**src/rtl/dma_copy_engine.sv**
```systemverilog
// Wishbone memory-to-memory word-copy DMA master with a small CSR slave port.
// Alternates single-word reads and writes, idling one cycle after each ack.
module dma_copy_engine #(
  parameter int LEN_W   = 16,
  parameter int TIMEOUT = 255
) (
  input  logic        wb_clk_i,
  input  logic        wb_rst_i,
  input  logic        cfg_stb_i,
  input  logic        cfg_cyc_i,
  input  logic        cfg_we_i,
  input  logic [3:0]  cfg_adr_i,
  input  logic [31:0] cfg_dat_i,
  output logic        cfg_ack_o,
  output logic [31:0] cfg_dat_o,
  output logic        dma_stb_o,
  output logic        dma_cyc_o,
  output logic        dma_we_o,
  output logic [3:0]  dma_sel_o,
  output logic [31:0] dma_adr_o,
  output logic [31:0] dma_dat_o,
  input  logic        dma_ack_i,
  input  logic [31:0] dma_dat_i,
  output logic        irq_o
);

  localparam int TMR_W = (TIMEOUT < 2) ? 1 : $clog2(TIMEOUT + 1);

  typedef enum logic [2:0] {
    ST_IDLE,
    ST_RD,
    ST_GAP1,
    ST_WR,
    ST_GAP2
  } state_e;

  state_e             state_q, state_d;
  logic [31:0]        src_q, src_d;
  logic [31:0]        dst_q, dst_d;
  logic [LEN_W-1:0]   len_q, len_d;
  logic [31:0]        buf_q, buf_d;
  logic [TMR_W-1:0]   timer_q, timer_d;
  logic               done_q, done_d;
  logic               err_q, err_d;
  logic               ie_q, ie_d;
  logic               cfg_ack_q, cfg_ack_d;
  logic [31:0]        cfg_dat_q, cfg_dat_d;
  logic               dma_stb_q, dma_stb_d;
  logic               dma_we_q, dma_we_d;
  logic [31:0]        dma_adr_q, dma_adr_d;
  logic [31:0]        dma_dat_q, dma_dat_d;

  logic               cfg_req, cfg_wr, busy, start, abort;
  logic [1:0]         reg_sel;
  logic               unused_adr_bits;

  assign unused_adr_bits = ^cfg_adr_i[1:0];

  always_comb begin
    // NOTE: every variable gets its default first so no path leaves one unassigned (no latches).
    state_d   = state_q;
    src_d     = src_q;
    dst_d     = dst_q;
    len_d     = len_q;
    buf_d     = buf_q;
    timer_d   = '0;
    done_d    = done_q;
    err_d     = err_q;
    ie_d      = ie_q;
    cfg_dat_d = '0;
    abort     = 1'b0;

    busy      = (state_q != ST_IDLE);
    reg_sel   = cfg_adr_i[3:2];
    cfg_req   = cfg_stb_i & cfg_cyc_i & ~cfg_ack_q;
    cfg_wr    = cfg_req & cfg_we_i;
    cfg_ack_d = cfg_req;
    start     = cfg_wr && (reg_sel == 2'd0) && cfg_dat_i[0];

    // Read data reflects register state before this access's write lands.
    if (cfg_req) begin
      case (reg_sel)
        2'd0:    cfg_dat_d = {28'b0, err_q, ie_q, done_q, busy};
        2'd1:    cfg_dat_d = src_q;
        2'd2:    cfg_dat_d = dst_q;
        default: cfg_dat_d = 32'(len_q);
      endcase
    end

    if (cfg_wr) begin
      case (reg_sel)
        2'd0: begin
          ie_d = cfg_dat_i[2];
          if (cfg_dat_i[1]) begin
            done_d = 1'b0;
            err_d  = 1'b0;
          end
        end
        2'd1:    if (!busy) src_d = {cfg_dat_i[31:2], 2'b00};
        2'd2:    if (!busy) dst_d = {cfg_dat_i[31:2], 2'b00};
        default: if (!busy) len_d = cfg_dat_i[LEN_W-1:0];
      endcase
    end

    case (state_q)
      ST_IDLE: begin
        if (start) begin
          done_d = (len_q == '0);
          err_d  = 1'b0;
          if (len_q != '0) state_d = ST_RD;
        end
      end
      ST_RD: begin
        if (dma_ack_i) begin
          buf_d   = dma_dat_i;
          state_d = ST_GAP1;
        end else if (timer_q == TMR_W'(TIMEOUT)) begin
          abort = 1'b1;
        end else begin
          timer_d = timer_q + 1'b1;
        end
      end
      ST_GAP1: state_d = ST_WR;
      ST_WR: begin
        if (dma_ack_i) begin
          src_d   = src_q + 32'd4;
          dst_d   = dst_q + 32'd4;
          len_d   = len_q - 1'b1;
          state_d = ST_GAP2;
        end else if (timer_q == TMR_W'(TIMEOUT)) begin
          abort = 1'b1;
        end else begin
          timer_d = timer_q + 1'b1;
        end
      end
      ST_GAP2: begin
        if (len_q == '0) begin
          done_d  = 1'b1;
          state_d = ST_IDLE;
        end else begin
          state_d = ST_RD;
        end
      end
      default: state_d = ST_IDLE;
    endcase

    if (abort) begin
      done_d  = 1'b1;
      err_d   = 1'b1;
      state_d = ST_IDLE;
    end

    // Master outputs are registered from the next state so they are stable across waits.
    dma_stb_d = (state_d == ST_RD) || (state_d == ST_WR);
    dma_we_d  = (state_d == ST_WR);
    dma_adr_d = (state_d == ST_RD) ? src_d : ((state_d == ST_WR) ? dst_d : 32'd0);
    dma_dat_d = (state_d == ST_WR) ? buf_d : 32'd0;
  end

  // NOTE: sequential state uses non-blocking assignments so all flops update together.
  always_ff @(posedge wb_clk_i or posedge wb_rst_i) begin
    if (wb_rst_i) begin
      state_q   <= ST_IDLE;
      src_q     <= '0;
      dst_q     <= '0;
      len_q     <= '0;
      buf_q     <= '0;
      timer_q   <= '0;
      done_q    <= 1'b0;
      err_q     <= 1'b0;
      ie_q      <= 1'b0;
      cfg_ack_q <= 1'b0;
      cfg_dat_q <= '0;
      dma_stb_q <= 1'b0;
      dma_we_q  <= 1'b0;
      dma_adr_q <= '0;
      dma_dat_q <= '0;
    end else begin
      state_q   <= state_d;
      src_q     <= src_d;
      dst_q     <= dst_d;
      len_q     <= len_d;
      buf_q     <= buf_d;
      timer_q   <= timer_d;
      done_q    <= done_d;
      err_q     <= err_d;
      ie_q      <= ie_d;
      cfg_ack_q <= cfg_ack_d;
      cfg_dat_q <= cfg_dat_d;
      dma_stb_q <= dma_stb_d;
      dma_we_q  <= dma_we_d;
      dma_adr_q <= dma_adr_d;
      dma_dat_q <= dma_dat_d;
    end
  end

  assign cfg_ack_o = cfg_ack_q;
  assign cfg_dat_o = cfg_dat_q;
  assign dma_stb_o = dma_stb_q;
  assign dma_cyc_o = dma_stb_q;
  assign dma_we_o  = dma_we_q;
  assign dma_sel_o = {4{dma_stb_q}};
  assign dma_adr_o = dma_adr_q;
  assign dma_dat_o = dma_dat_q;
  assign irq_o     = done_q & ie_q;

endmodule

```
**config.mk**
```make
export PLATFORM = sky130hd
export DESIGN_NAME = dma_copy_engine
export DESIGN_NICKNAME = d
export VERILOG_FILES = /design/src/rtl/dma_copy_engine.sv
export SDC_FILE = /design/constraint.sdc
export NUM_CORES = 1
export LEC_CHECK = 0
export BUFFER_PORTS_ARGS = -buffer_cell sky130_fd_sc_hd__buf_2
export CAP_MARGIN = 20
export CORE_MARGIN = 5
export CORE_UTILIZATION = 45
export CTS_CLUSTER_SIZE = 40
export DETAILED_ROUTE_END_ITERATION = 8
export GPL_TIMING_DRIVEN = 0
export PLACE_DENSITY = 0.66
export SLEW_MARGIN = 20
export SYNTH_ARGS = -nofsm -noshare
export SYNTH_HDL_FRONTEND = slang
export SYNTH_SLANG_ARGS = --single-unit
```
**constraint.sdc**
```tcl
create_clock -name wb_clk_i -period 7 [get_ports wb_clk_i]
set_input_delay 0.35 -clock wb_clk_i [delete_from_list [all_inputs] [get_ports wb_clk_i]]
set_output_delay 0.35 -clock wb_clk_i [all_outputs]
set_load 0.02 [all_outputs]
```
Word level (Yosys, flattened, before mapping). Index checks and enable logic that the tools add are counted. Widths: inputs -> output; s select.

Bits in registers: 225. Latch bits: 0. Memory bits (writable): 0. Bits in read-only memories: 0. Bits of input ports: 74. Output and inout port bits: 105. Memories kept: 0.

$add $sub $neg: 4. Multiply operators: 0. Div/mod/pow operators: 0. $lt $le $gt $ge: 0. Equal/unequal tests: 9. Shift operators: 0. Muxes and demuxes: 48. Bitwise operators: 5. Reductions and logical operators: 11.

Operators with widths (number): $mux 32 (16); $pmux 32 s3 (1); $mux 16 (5); $add 32x3->32 const B (2); $mux 8 (3); $logic_not 16->1 (1); $mux 1 (16); $reduce_bool 16->1 (1); $sub 16x1->16 const B (1); $mux 3 (5); $pmux 3 s5 (1); $eq 3x2->1 const B (3); $add 8x1->8 const B (1); $eq 8x8->1 const B (1); $eq 3x1->1 const B (2); $and 1x1->1 (4); $eq 3x3->1 const B (1); $logic_not 3->1 (1); $reduce_bool 3->1 (1); $reduce_or 3->1 (1); $eq 2x1->1 const B (1); $eq 2x2->1 const B (1); $logic_and 1x1->1 (2); $logic_not 2->1 (1); other kinds (5) (5).

Depth between registers and ports, before layout. Gate-level depths: netlist of the first run.

Word-level depth: 11. Depth in mapped cells: 9. Mapped depth without buffers: 9.

Least setup slack after synthesis of the first run. OpenSTA, ideal clock, no wires.

Path kind: reg-to-reg. From: reg len_q[2]. To: reg len_q[11]. Library setup time: 0.151 ns. Data arrival time: 2.211 ns. Required time: 6.849 ns. Setup slack: 4.638 ns. Cell stages (with the launch flop): 7. Clock period less this slack: 2.362 ns. Path through: dfrtp_1 -> or4_4 -> or4_4 -> or3_4 -> o41ai_4 -> and2b_1 -> o221ai_1.

Longest elaborated chain between the ends: 3.

RTL lines: start, declared (RTL line 40) `logic [LEN_W-1:0] len_q, len_d;`; start signal, assigned (RTL line 182) `len_q <= len_d;`; $sub 16x1->16 (RTL line 128) `len_d = len_q - 1'b1;`; $mux 16 (RTL line 125) `if (dma_ack_i) begin`; $mux 16 (RTL line 105) `case (state_q)`; named net len_d[11] (RTL line 40).

The timed path passes the listed nets, and every way through them passes these cells. A chain may end at the register's enable or synchronous reset.

Worst setup path after layout of the first run.
From: reg state_q[0]. To: reg dma_adr_q[27] (netlist: dma_adr_o[27]).

Longest elaborated chain between the ends: 8. Elaborated cells on any way between the ends: 28. Classes of those cells: 6 x eq/ne; 19 x mux; 3 x reduce/logical.

RTL lines: start, declared (RTL line 37) `state_e state_q, state_d;`; start signal, assigned (RTL line 179) `state_q <= state_d;`; parallel branches: the longest is 7 deep, another holds $mux 32; $mux 32 * (RTL line 156) `dma_adr_d = (state_d == ST_RD) ? src_d : ((state_d == ST_WR) ? dst_d : 32'd0);`; named net dma_adr_d[27] (RTL line 50) `logic [31:0] dma_adr_q, dma_adr_d;`; end signal, assigned (RTL line 192) `dma_adr_q <= dma_adr_d;`; end, declared (RTL line 50).

Mark *: on every way through the listed nets, which the timed path passes.

==> results of run 1 <==
## flip-flops by register name (all words and copies together) (netlist names)
register,count
len_q,16
ie_q,1
done_q,1
dst_q,32
state_q,3
buf_q,32
dma_cyc_o,1
dma_adr_o,32
dma_dat_o,32
cfg_ack_o,1
dma_we_o,1
timer_q,8
err_q,1
cfg_dat_o,32
src_q,32
## cell families (layout without fill, tap and decap cells)
| family | after synthesis | in the layout | synth area share [%] |
|---|---|---|---|
| AND/OR/NAND/NOR | 406 | 406 | 19.28 |
| adder cells (fa/ha/maj) | 5 | 5 | 0.5987 |
| XOR/XNOR | 8 | 8 | 0.6705 |
| buffers and inverters | 88 | 309 | 3.712 |
| AO/OA/AOI/OAI | 212 | 212 | 14.74 |
| flip-flops | 225 | 225 | 53.89 |
| multiplexers | 63 | 63 | 7.113 |
## synth_stat cells, types with 3 or more instances
cell | count | area (um2)
dfrtp_1 | 225 | 5630
nor2_1 | 125 | 469.2
nand2_1 | 69 | 259.0
and3_1 | 50 | 312.8
clkbuf_1 | 50 | 187.7
mux2_2 | 47 | 529.3
a21oi_1 | 45 | 225.2
nand3_1 | 41 | 205.2
nor3_1 | 32 | 160.2
a211oi_1 | 31 | 232.7
a22oi_1 | 28 | 210.2
o21ai_0 | 21 | 105.1
nand4_1 | 19 | 118.9
inv_1 | 18 | 67.56
and2_1 | 14 | 87.58
mux2i_1 | 12 | 120.1
nor4_1 | 12 | 75.07
o211a_1 | 11 | 110.1
or3_1 | 11 | 68.82
o211ai_1 | 9 | 67.56
a311oi_1 | 8 | 70.07
o221a_2 | 8 | 90.09
and4_1 | 7 | 61.31
nor2b_1 | 7 | 43.79
o21a_1 | 7 | 52.55
o22ai_1 | 7 | 43.79
buf_4 | 6 | 45.04
a31oi_1 | 5 | 31.28
ha_1 | 5 | 62.56
buf_1 | 4 | 15.01
buf_2 | 4 | 20.02
buf_6 | 4 | 45.04
xnor2_1 | 4 | 35.03
xor2_1 | 4 | 35.03
a41oi_1 | 3 | 26.28
mux4_2 | 3 | 67.56
nand2b_1 | 3 | 18.77
o221ai_1 | 3 | 26.28
or2_2 | 3 | 18.77
## how the worst min path moves through the flow
stage,from,endpoint,slack [ns]
after floorplan,err_q,err_q,0.44
after global placement,buf_q[28],buf_q[28],0.47
after detailed placement,wb_rst_i,buf_q[7],0.36
after CTS,cfg_dat_i[26],dst_q[26],0.05
after global routing,cfg_dat_i[0],len_q[0],0.06
final,cfg_dat_i[21],src_q[21],0.07
## power groups by stage
| stage | sequential [uW] | clock (uW) | combinational [uW] |
|---|---|---|---|
| after floorplan | 2240 | 0 | 1190 |
| after global placement | 2110 | 0 | 2110 |
| after detailed placement | 2120 | 0 | 2130 |
| after CTS | 2100 | 1290 | 2150 |
| after global routing | 2170 | 1340 | 2330 |
| final | 2120 | 1260 | 2160 |
## through the flow
stage	utilization, %	cells	hold WS, ns	setup TNS (ns)
floorplan	-	1007	0.4417	0
global placement	51.46	1496	0.4728	-453.63
detailed placement	51.73	1498	0.3568	0
CTS	55.23	1541	0.05264	0
global route	55.23	1541	0.05826	0
finish	55.23	1541	0.06958	0
## layout make-up
| cell class | count | area (um2) | area share [%] |
|---|---|---|---|
| buffer | 68 | 312.8 | 2.487 |
| clock buffer | 35 | 711.9 | 5.659 |
| clock inverter | 7 | 73.82 | 0.5868 |
| inverter | 20 | 82.58 | 0.6565 |
| multi-input combinational | 694 | 4431 | 35.22 |
| sequential | 225 | 5630 | 44.76 |
| tap | 313 | 391.6 | 3.113 |
| timing repair buffer | 179 | 945.9 | 7.519 |
## timing repair
| item | 4_1_cts | 5_1_grt |
|---|---|---|
| endpoints found under the hold margin | 41 | 0 |
| hold buffers | 1 | 0 |
| resized for setup | 0 | 0 |
| endpoints found under the setup margin | 0 | 0 |
## worst max-delay path, cell delays in order (launching register included)
cell,delay (ns)
dfrtp_1,0.35
buf_2,0.17
nor3_1,0.63
and4_1,0.37
a211oi_1,0.09
a21oi_1,0.58
nand2_1,0.52
clkbuf_1,0.53
a21oi_1,0.35
## layer usage
layer | track usage, % | wire (um)
met1 | 37.93 | 15100
met2 | 39.30 | 15220
met3 | 6.024 | 3549
met4 | 8.497 | 1200
met5 | 0 | 0
==> metrics.yaml, run 1 <==
slew_violations: 0
grt_pass1_vias: 8977
postLayoutCellArea_mm2: 0.01258
rsz0062_at_grt: "false"
hold_viol: 0
clock.fmax_mhz: 269.5
avgSynthCellArea_um2: 10.38
min_period_ns: 3.710
synth.distinct_cells: 69
startpoint: "state_q[0]"
switching_share_pct: 40.77
portBuffers: 176
clockBufferDepth: 3
wl_per_cell_um: 22.76
dp_worst_setup_slack_ns: 3.272
cap_violations: 0
required_ns: 7.41
syn_inst: 1007
synthesis.area_mm2: 0.01045
drtPass1Iterations: 6
die_area_mm2: 0.02637
reg2reg_slack_ns: 3.29
clkLatencyLatePin_ns: 0.53
final-setup-viol-count: 0
hold_depth: 2
mostFrequentLayoutCells: "dfrtp_1 (225), buf_2 (180), nor2_1 (125)"
tritoncts: "done"
coreArea_mm2: 0.02278
layout-drive-gt1-share_pct: 24.35
ios: 179
async_reset_ff_share_pct: 100.0
rows: 55
ys_ff_latch: 225
vias: 9065
grt_pass1_wl_um: 53720
comb_power_share_pct: 39.0
clkSlewWorstSetupHoldPaths_ns: 0.06
cp-end-kind: "register"
p_leak_uw: 0.005917
path_class: "reg -> reg"
cts_setup_buffers: 0
setup_slack_ns: 3.290
status: "completed"
hold_class: "in -> reg"
r2r-end: "dma_adr_o[27]"
diodes: 0
finClkSkew_ns: 0.01615
grtUsageTotal_pct: 26.22
synth_top_flop_cell: "dfrtp_1"
p_int_uw: 3276
grt_max_degree: 100
die_y_um: 162.4
drc: 0
irDropWorstVdd_uv: 234.5
wl_um: 35080
dp_hpwl_um: 25650
htree_levels: 1
relSlewSlack_pct: 32.42
final_antenna_net_count: 0
p_sw_uw: 2254
routabilityCongestion: 0.9732
nets: 1291
cts-buffers-inserted: 24
synth_fp_nets: 1086
rr_worst_depth: 8
period_share_pct: 53.00
seq_power_share_pct: 38.3
synth-edff-count: 0
clkPwrFrac_pct: 22.8
cp.arrival_ns: 4.12
antenna_found_initial: 0
area_growth_pct: 20.39
endpoint: "dma_adr_o[27]"
n_fill_cell: 2020
cp-start-kind: "register"
pwr_density_cell_mw_per_mm2: 439.6
clock-sinks: 225
mostFrequentLayoutCell: "dfrtp_1"
vias_per_cell: 5.883
tightest_slew_ns: 1.006
power.total_uw: 5530
yosysSeqAreaShare_pct: 53.89
r2r_start: "state_q[0]"
gr-total-overflow: 0
placed_area_mm2: 0.01178
start_util_pct: 45.87
die_x_um: 162.4
cts-root-buf: "clkbuf_16"
critical_path_peak_fanout: 10
drtIter0Drc: 960
yosysWarnings: 0
Power figures use the tool's default switching activity.
==> run 2: changes to the inputs <==
--- a/config.mk
+++ b/config.mk
@@ -5,6 +5,7 @@
 export SDC_FILE = /design/constraint.sdc
 export NUM_CORES = 1
 export LEC_CHECK = 0
+export ABC_AREA = 1
 export BUFFER_PORTS_ARGS = -buffer_cell sky130_fd_sc_hd__buf_2
 export CAP_MARGIN = 20
 export CORE_MARGIN = 5
@@ -12,7 +13,7 @@
 export CTS_CLUSTER_SIZE = 40
 export DETAILED_ROUTE_END_ITERATION = 8
 export GPL_TIMING_DRIVEN = 0
-export PLACE_DENSITY = 0.66
+export PLACE_DENSITY = 0.68
 export SLEW_MARGIN = 20
 export SYNTH_ARGS = -nofsm -noshare
 export SYNTH_HDL_FRONTEND = slang
==> constraint.sdc (replaced) <==
create_clock -name wb_clk_i -period 3.4 [get_ports wb_clk_i]
set_input_delay 0.17 -clock wb_clk_i [delete_from_list [all_inputs] [get_ports wb_clk_i]]
set_output_delay 0.17 -clock wb_clk_i [all_outputs]
set_load 0.02 [all_outputs]
==> run 2 against run 1 <==
  * Global-route usage up 1.1 points
  * Highest routed layer unchanged
  * Combinational power up 140%
  * Final cell count up 39%
==> metrics.yaml, run 2 <==
status: "completed"
clock.fmax_mhz: 364.6  # +35%
portBuffers: 175  # -0.57%
start_util_pct: 45.28  # -0.59 points
clkLatencyLatePin_ns: 0.52  # about the same
min_period_ns: 2.743  # -0.9672 ns
htree_levels: 1  # unchanged
globalRouteMet1Util_pct: 38.84  # +0.91 points
synthTopCellsByArea: "dfrtp_1 (48%), nand2_1 (12%), inv_1 (6.7%)"
yosysSeqAreaShare_pct: 48.26  # -5.6 points
synth_fp_nets: 1622  # +49%
yosys.area_share.simple_pct: 28.19  # +8.9 points
slew_violations: 0  # unchanged
netlist_top_cells_count: "nand2_1 (369), dfrtp_1 (225), inv_1 (209)"
n_fill_cell: 2445  # +21%
yosysWarnings: 0  # unchanged
drtIter0Drc: 1044  # +8.8%
final_antenna_net_count: 0  # unchanged
relSlewSlack_pct: 49.54  # +17 points
grt_pass1_vias: 10900  # +21%
multi_input_area_mm2: 0.004936  # +11%
routabilityCongestion: 0.9587  # -1.5%
synth.distinct_cells: 40  # -42%
cp_cell_sequence: "inv_1, nand3_1, nor2_1, nand3_2, buf_2, nand2_1, o21ai_0, o21ai_0, o21ai_1"
die_x_um: 171.0  # +5.3%
ios: 179  # unchanged
critical_path_peak_fanout: 10  # unchanged
hold_viol: 0  # unchanged
gr-total-overflow: 0  # unchanged
postLayoutCellArea_mm2: 0.01437  # +14%
pwr_density_cell_mw_per_mm2: 876.2  # +99%
synthesis.area_mm2: 0.01167  # +12%
ys_ff_latch: 225  # unchanged
final-setup-viol-count: 0  # unchanged
seq_area_mm2: 0.005630  # unchanged
cts-root-buf: "clkbuf_16"
grt_max_degree: 37  # -63%
grt_pass1_wl_um: 62190  # +16%
diodes: 0  # unchanged
syn_inst: 1543  # +53%
cp-start-kind: "register"
wl_um: 40060  # +14%
top_usage_layer: "met2"
p_leak_uw: 0.007463  # +26%
mostFrequentLayoutCells: "nand2_1 (369), dfrtp_1 (225), inv_1 (208)"
cts-buffers-inserted: 25  # +4.2%
irDropWorstVdd_uv: 668.2  # +180%
synth_top_flop_cell: "dfrtp_1"
layout-drive-gt1-share_pct: 16.90  # -7.5 points
rows: 59  # +7.3%
drc: 0  # unchanged
dp_hpwl_um: 30330  # +18%
avgSynthCellArea_um2: 7.561  # -27%
synth-compound-area-share_pct: 12.76  # -2.0 points
grt_util_met2_pct: 41.53  # +2.2 points
grtUsageMet3_pct: 6.839  # +0.82 points
synth.area.mux_share_pct: 0  # -7.1 points
finClkSkew_ns: 0.01331  # -0.002843 ns
antenna_found_initial: 0  # unchanged
yosys.area.top_type_share_pct: 48.26  # -5.6 points
coreArea_mm2: 0.02576  # +13%
synth_top_family_by_area: "simple AND/OR/NAND/NOR gates"
clockBufferDepth: 3  # unchanged
async_reset_ff_share_pct: 100.0  # unchanged
synth-edff-count: 0  # unchanged
synth_area_leader_cell: "dfrtp_1"
tightest_slew_ns: 0.7569  # -0.2490 ns
clkSlewWorstSetupHoldPaths_ns: 0.06  # about the same
vias_per_cell: 5.297  # -9.9%
yosys.cell_count.top_type: "nand2_1"
period_share_pct: 80.67  # +28 points
cpMaxStageDelayCell: "nor2_1"
cp_common_cell: "o21ai_0"
power.total_uw: 12590  # +130%
slowest_delay_ns: 0.48  # -0.15 ns
clock-sinks: 225  # unchanged
grtUsageTotal_pct: 27.35  # +1.1 points
cp.arrival_ns: 3.13  # -0.99 ns
cp-end-kind: "register"
die_area_mm2: 0.02924  # +11%
hold_class: "in -> reg"
nets: 1873  # +45%
die_y_um: 171.0  # +5.3%
wl_per_cell_um: 18.67  # -18%
rsz0062_at_grt: "false"
mostFrequentLayoutCell: "nand2_1"
synth-xor-area-share_pct: 0.8258  # +0.16 points
cts_resized: 0  # unchanged
vias: 11370  # +25%
tritoncts: "done"
synth_fa_ha_area_share_pct: 0.5363  # -0.062 points
required_ns: 3.78  # -3.63 ns
cap_violations: 0  # unchanged
placed_area_mm2: 0.01311  # +11%
area_growth_pct: 23.16
path_class: "reg -> reg"
drtPass1Iterations: 6  # unchanged
==> run 2: metrics by stage <==
stage | TNS, ns | worst slack (ns) | hold WS [ns] | cells | utilization [%]
2_1_floorplan | 0 | 0.2920 | 0.3079 | 1543 | -
3_3_place_gp | -242.74 | -1.101 | 0.4283 | 2053 | 50.32
3_5_place_dp | 0 | 0.8172 | 0.2570 | 2060 | 50.90
4_1_cts | 0 | 0.7785 | 0.002830 | 2146 | 55.77
5_1_grt | 0 | 0.6361 | 0.02055 | 2146 | 55.77
6_report | 0 | 0.6573 | 0.02125 | 2146 | 55.77
==> run 2: power by group <==
group          internal, uW  leakage, uW  total [uW]  switching, uW
clock                  1650     0.000404        2740           1100
combinational          1710      0.00428        5280           3570
sequential             3710      0.00278        4570            854
==> run 2: routing by layer <==
metal	up-vias	wire, um
li1	5425	-
met1	5252	16580
met2	597	17400
met3	94	4736
met4	0	1347
met5	-	0
==> run 2: logic make-up (layout without fill, tap and decap cells) <==
group | count (synthesis) | count (layout)
DFF | 225 | 225
adders and majority gates | 5 | 5
xor gates and xnor gates | 11 | 11
AOI/OAI and AO/OA | 273 | 273
and+or+nand+nor | 754 | 754
buffers and inverters | 275 | 543
==> run 2: path summary, 6_finish.rpt <==
kind                                     from       endpoint  slack [ns]  cells past startpoint
max in group asynchronous            wb_rst_i  cfg_dat_o[31]        2.14                      6
worst max-delay path                cfg_ack_o  dma_adr_o[14]        0.66                      9
min in group asynchronous            wb_rst_i  dma_dat_o[26]        0.26                      3
worst min-delay path            cfg_dat_i[16]      src_q[16]        0.02                      3
worst min register to register     timer_q[0]     timer_q[0]        0.46                      1
worst max register to register      cfg_ack_o  dma_adr_o[14]        0.66                      9
==> run 2: critical path: cells and delay by family (launching register included) <==
| kind | cells | cell delay [ns] |
|---|---|---|
| AOI/OAI and AO/OA | 3 | 0.65 |
| buffers and inverters | 2 | 0.36 |
| DFF | 1 | 0.38 |
| and+or+nand+nor | 4 | 1.22 |
==> run 2: cell type report <==
cell class	instances	share of cell area, %
clock inverter	8	0.6793
sequential	225	39.19
inverter	210	5.513
tap	335	2.917
multi-input combinational	1043	34.36
timing repair buffer	224	10.05
buffer	65	2.168
clock buffer	36	5.129
==> run 2: timing repair <==
item | in CTS | in global routing
hold buffers | 42 | 0
hold endpoints to repair | 90 | 0
setup buffers | 0 | 0
==> run 3: changes to the inputs <==
--- a/config.mk
+++ b/config.mk
@@ -13,7 +13,7 @@
 export CTS_CLUSTER_SIZE = 40
 export DETAILED_ROUTE_END_ITERATION = 8
 export GPL_TIMING_DRIVEN = 0
-export PLACE_DENSITY = 0.68
+export PLACE_DENSITY = 0.66
 export SLEW_MARGIN = 20
 export SYNTH_ARGS = -nofsm -noshare
 export SYNTH_HDL_FRONTEND = slang
==> constraint.sdc (replaced) <==
create_clock -name wb_clk_i -period 2.85 [get_ports wb_clk_i]
set_input_delay 0.1425 -clock wb_clk_i [delete_from_list [all_inputs] [get_ports wb_clk_i]]
set_output_delay 0.1425 -clock wb_clk_i [all_outputs]
set_load 0.02 [all_outputs]
==> run 3 against run 2 <==
  * Global-route usage fell by 0.12 points
  * First-iteration DRC count rose by 5.9%
  * Sequential cell count did not move
  * Fmax fell by 2.6%
  * Via count rose by 1.1%
  * Clock skew rose by 0.0015 ns
  * Worst hold slack improved by 0.0042 ns
  * Sequential power rose by 19%
  * Die area did not move
  * Critical path depth did not move
  * Non-clock buffer count rose by 9
  * Critical endpoint unchanged
  * Largest cell class unchanged
  * Highest routed layer is now met5
==> metrics.yaml, run 3 (synthesis gave the netlist of run 2 again) <==
layout-drive-gt1-share_pct: 16.50  # -0.40 points
cts-root-buf: "clkbuf_16"
cap_violations: 0  # unchanged
min_from: "cfg_dat_i[0]"
cts_setup_buffers: 0  # unchanged
placed_area_mm2: 0.01311  # about the same
nets: 1880  # +0.37%
vias_per_cell: 5.336  # +0.73%
finalNonFillerCells: 2153  # +0.33%
critical_path_peak_fanout: 10  # unchanged
final-setup-viol-count: 0  # unchanged
routabilityCongestion: 0.9946  # +3.7%
hold_depth: 5  # +2
slew_violations: 0  # unchanged
postLayoutCellArea_mm2: 0.01439  # +0.15%
multi_input_area_mm2: 0.004936  # unchanged
cp.arrival_ns: 3.20  # +0.07 ns
gr-total-overflow: 0  # unchanged
path_class: "reg -> reg"
crit_family: "simple AND/OR/NAND/NOR gates"
dp_worst_setup_slack_ns: 0.2293  # -0.5879 ns
grt_pass1_vias: 11050  # +1.4%
die_y_um: 171.0  # unchanged
drtPass1Iterations: 5  # -1
hold_end: "len_q[0]"
clockBufferDepth: 3  # unchanged
clock-sinks: 225  # unchanged
vias: 11490  # +1.1%
mostFrequentLayoutCells: "nand2_1 (369), dfrtp_1 (225), inv_1 (208)"
hold_class: "in -> reg"
rows: 59  # unchanged
dp_hpwl_um: 30370  # +0.12%
p_leak_uw: 0.007459  # about the same
slowest_delay_ns: 0.51  # +0.03 ns
rsz0062_at_grt: "false"
wl_per_cell_um: 18.59  # -0.42%
wl_um: 40030  # about the same
cts-buffers-inserted: 23  # -8.0%
die_x_um: 171.0  # unchanged
antenna_found_initial: 1  # +1
rr_worst_depth: 9  # unchanged
required_ns: 3.24  # -0.54 ns
reg2reg_slack_ns: 0.03  # -0.62 ns
seq_area_mm2: 0.005630  # unchanged
irDropWorstVdd_uv: 596.7  # -11%
cts_resized: 0  # unchanged
drc: 0  # unchanged
n_fill_cell: 2453  # +0.33%
grtUsageTotal_pct: 27.24  # -0.12 points
ios: 179  # unchanged
mostFrequentLayoutCell: "nand2_1"
period_share_pct: 98.84  # +18 points
tritoncts: "done"
cp-end-kind: "register"
grt_pass1_wl_um: 62000  # -0.31%
status: "completed"
coreArea_mm2: 0.02576  # unchanged
portBuffers: 175  # unchanged
cpMaxStageDelayCell: "o21ai_0"
clkSlewWorstSetupHoldPaths_ns: 0.06  # about the same
min_period_ns: 2.817  # +0.07409 ns
cp_cell_sequence: "inv_1, nand3_1, nor2_1, nand3_2, buf_2, nand2_1, o21ai_0, o21ai_0, o21ai_1"
drtIter0Drc: 1106  # +5.9%
cp-start-kind: "register"
start_util_pct: 45.28  # unchanged
area_growth_pct: 23.34
diodes: 0  # unchanged
final_antenna_net_count: 0  # unchanged
clock.fmax_mhz: 355.0  # -2.6%
relSlewSlack_pct: 47.90  # -1.6 points
cp_common_cell: "o21ai_0"
fin_setup_tns_ns: 0  # unchanged
hold_viol: 0  # unchanged
r2r-end: "dma_adr_o[14]"
setup_slack_ns: 0.03319  # -0.6241 ns
tightest_slew_ns: 0.7815  # +0.02463 ns
die_area_mm2: 0.02924  # unchanged
ctsHoldBuffers: 51  # +21%
r2r_start: "cfg_ack_o"
clkLatencyLatePin_ns: 0.53  # about the same
place_inst: 2060  # unchanged
path_buf_inv: 2  # unchanged
finClkSkew_ns: 0.01484  # +0.001529 ns
htree_levels: 1  # unchanged
pwr_density_cell_mw_per_mm2: 1032  # +18%
grt_max_degree: 36  # -2.7%
run 3: stage by stage:
step / hold WS, ns / util (%) / power, uW
finish: 0.02545 / 55.85 / 14860
global route: 0.05166 / 55.85 / 15930
CTS: 0.01820 / 55.85 / 14810
detailed placement: 0.2171 / 50.87 / 11570
global placement: 0.3970 / 50.32 / 11470
floorplan: 0.2804 / - / 9362
run 3: layout make-up:
type	count	area share, %
clock buffers	34	4.496
plain buffers	65	2.165
flip-flops and latches	225	39.13
repair buffers	233	10.61
clock inverters	8	0.8783
well taps	335	2.913
inverters	210	5.504
multi-input cells	1043	34.30
run 3: metal layers:
layer	routed length (um)	up-vias	global-route usage [%]	share of wire [%]
met2	17450	542	41.75	44
met5	7	-	0	0.017
met1	16500	5410	37.85	41
li1	-	5453	-	-
met3	4824	81	7.856	12
met4	1243	2	7.957	3.1
run 3: worst reg2reg max path, delay by kind of cell, from the launching register on:
family,cells,cell delay [ns]
simple gates,4,1.22
compound gates,3,0.71
flops,1,0.37
buf+inv,2,0.38
run 3: worst max path at each step:
| stage | endpoint | depth (start not counted) | start |
|---|---|---|---|
| after floorplan | buf_q[0] | 1 | wb_rst_i |
| after detailed placement | dma_adr_o[14] | 9 | cfg_ack_o |
| after CTS | dma_adr_o[14] | 9 | cfg_ack_o |
| final | dma_adr_o[14] | 9 | cfg_ack_o |
| after global routing | dma_adr_o[5] | 9 | cfg_ack_o |
| after global placement | cfg_dat_o[23] | 2 | wb_rst_i |
run 3: where the power goes:
group / total (uW) / switching (uW) / internal (uW)
sequential: 5420 / 994 / 4430
clock: 3120 / 1280 / 1850
combinational: 6310 / 4260 / 2050
total: 14900 / 6530 / 8320
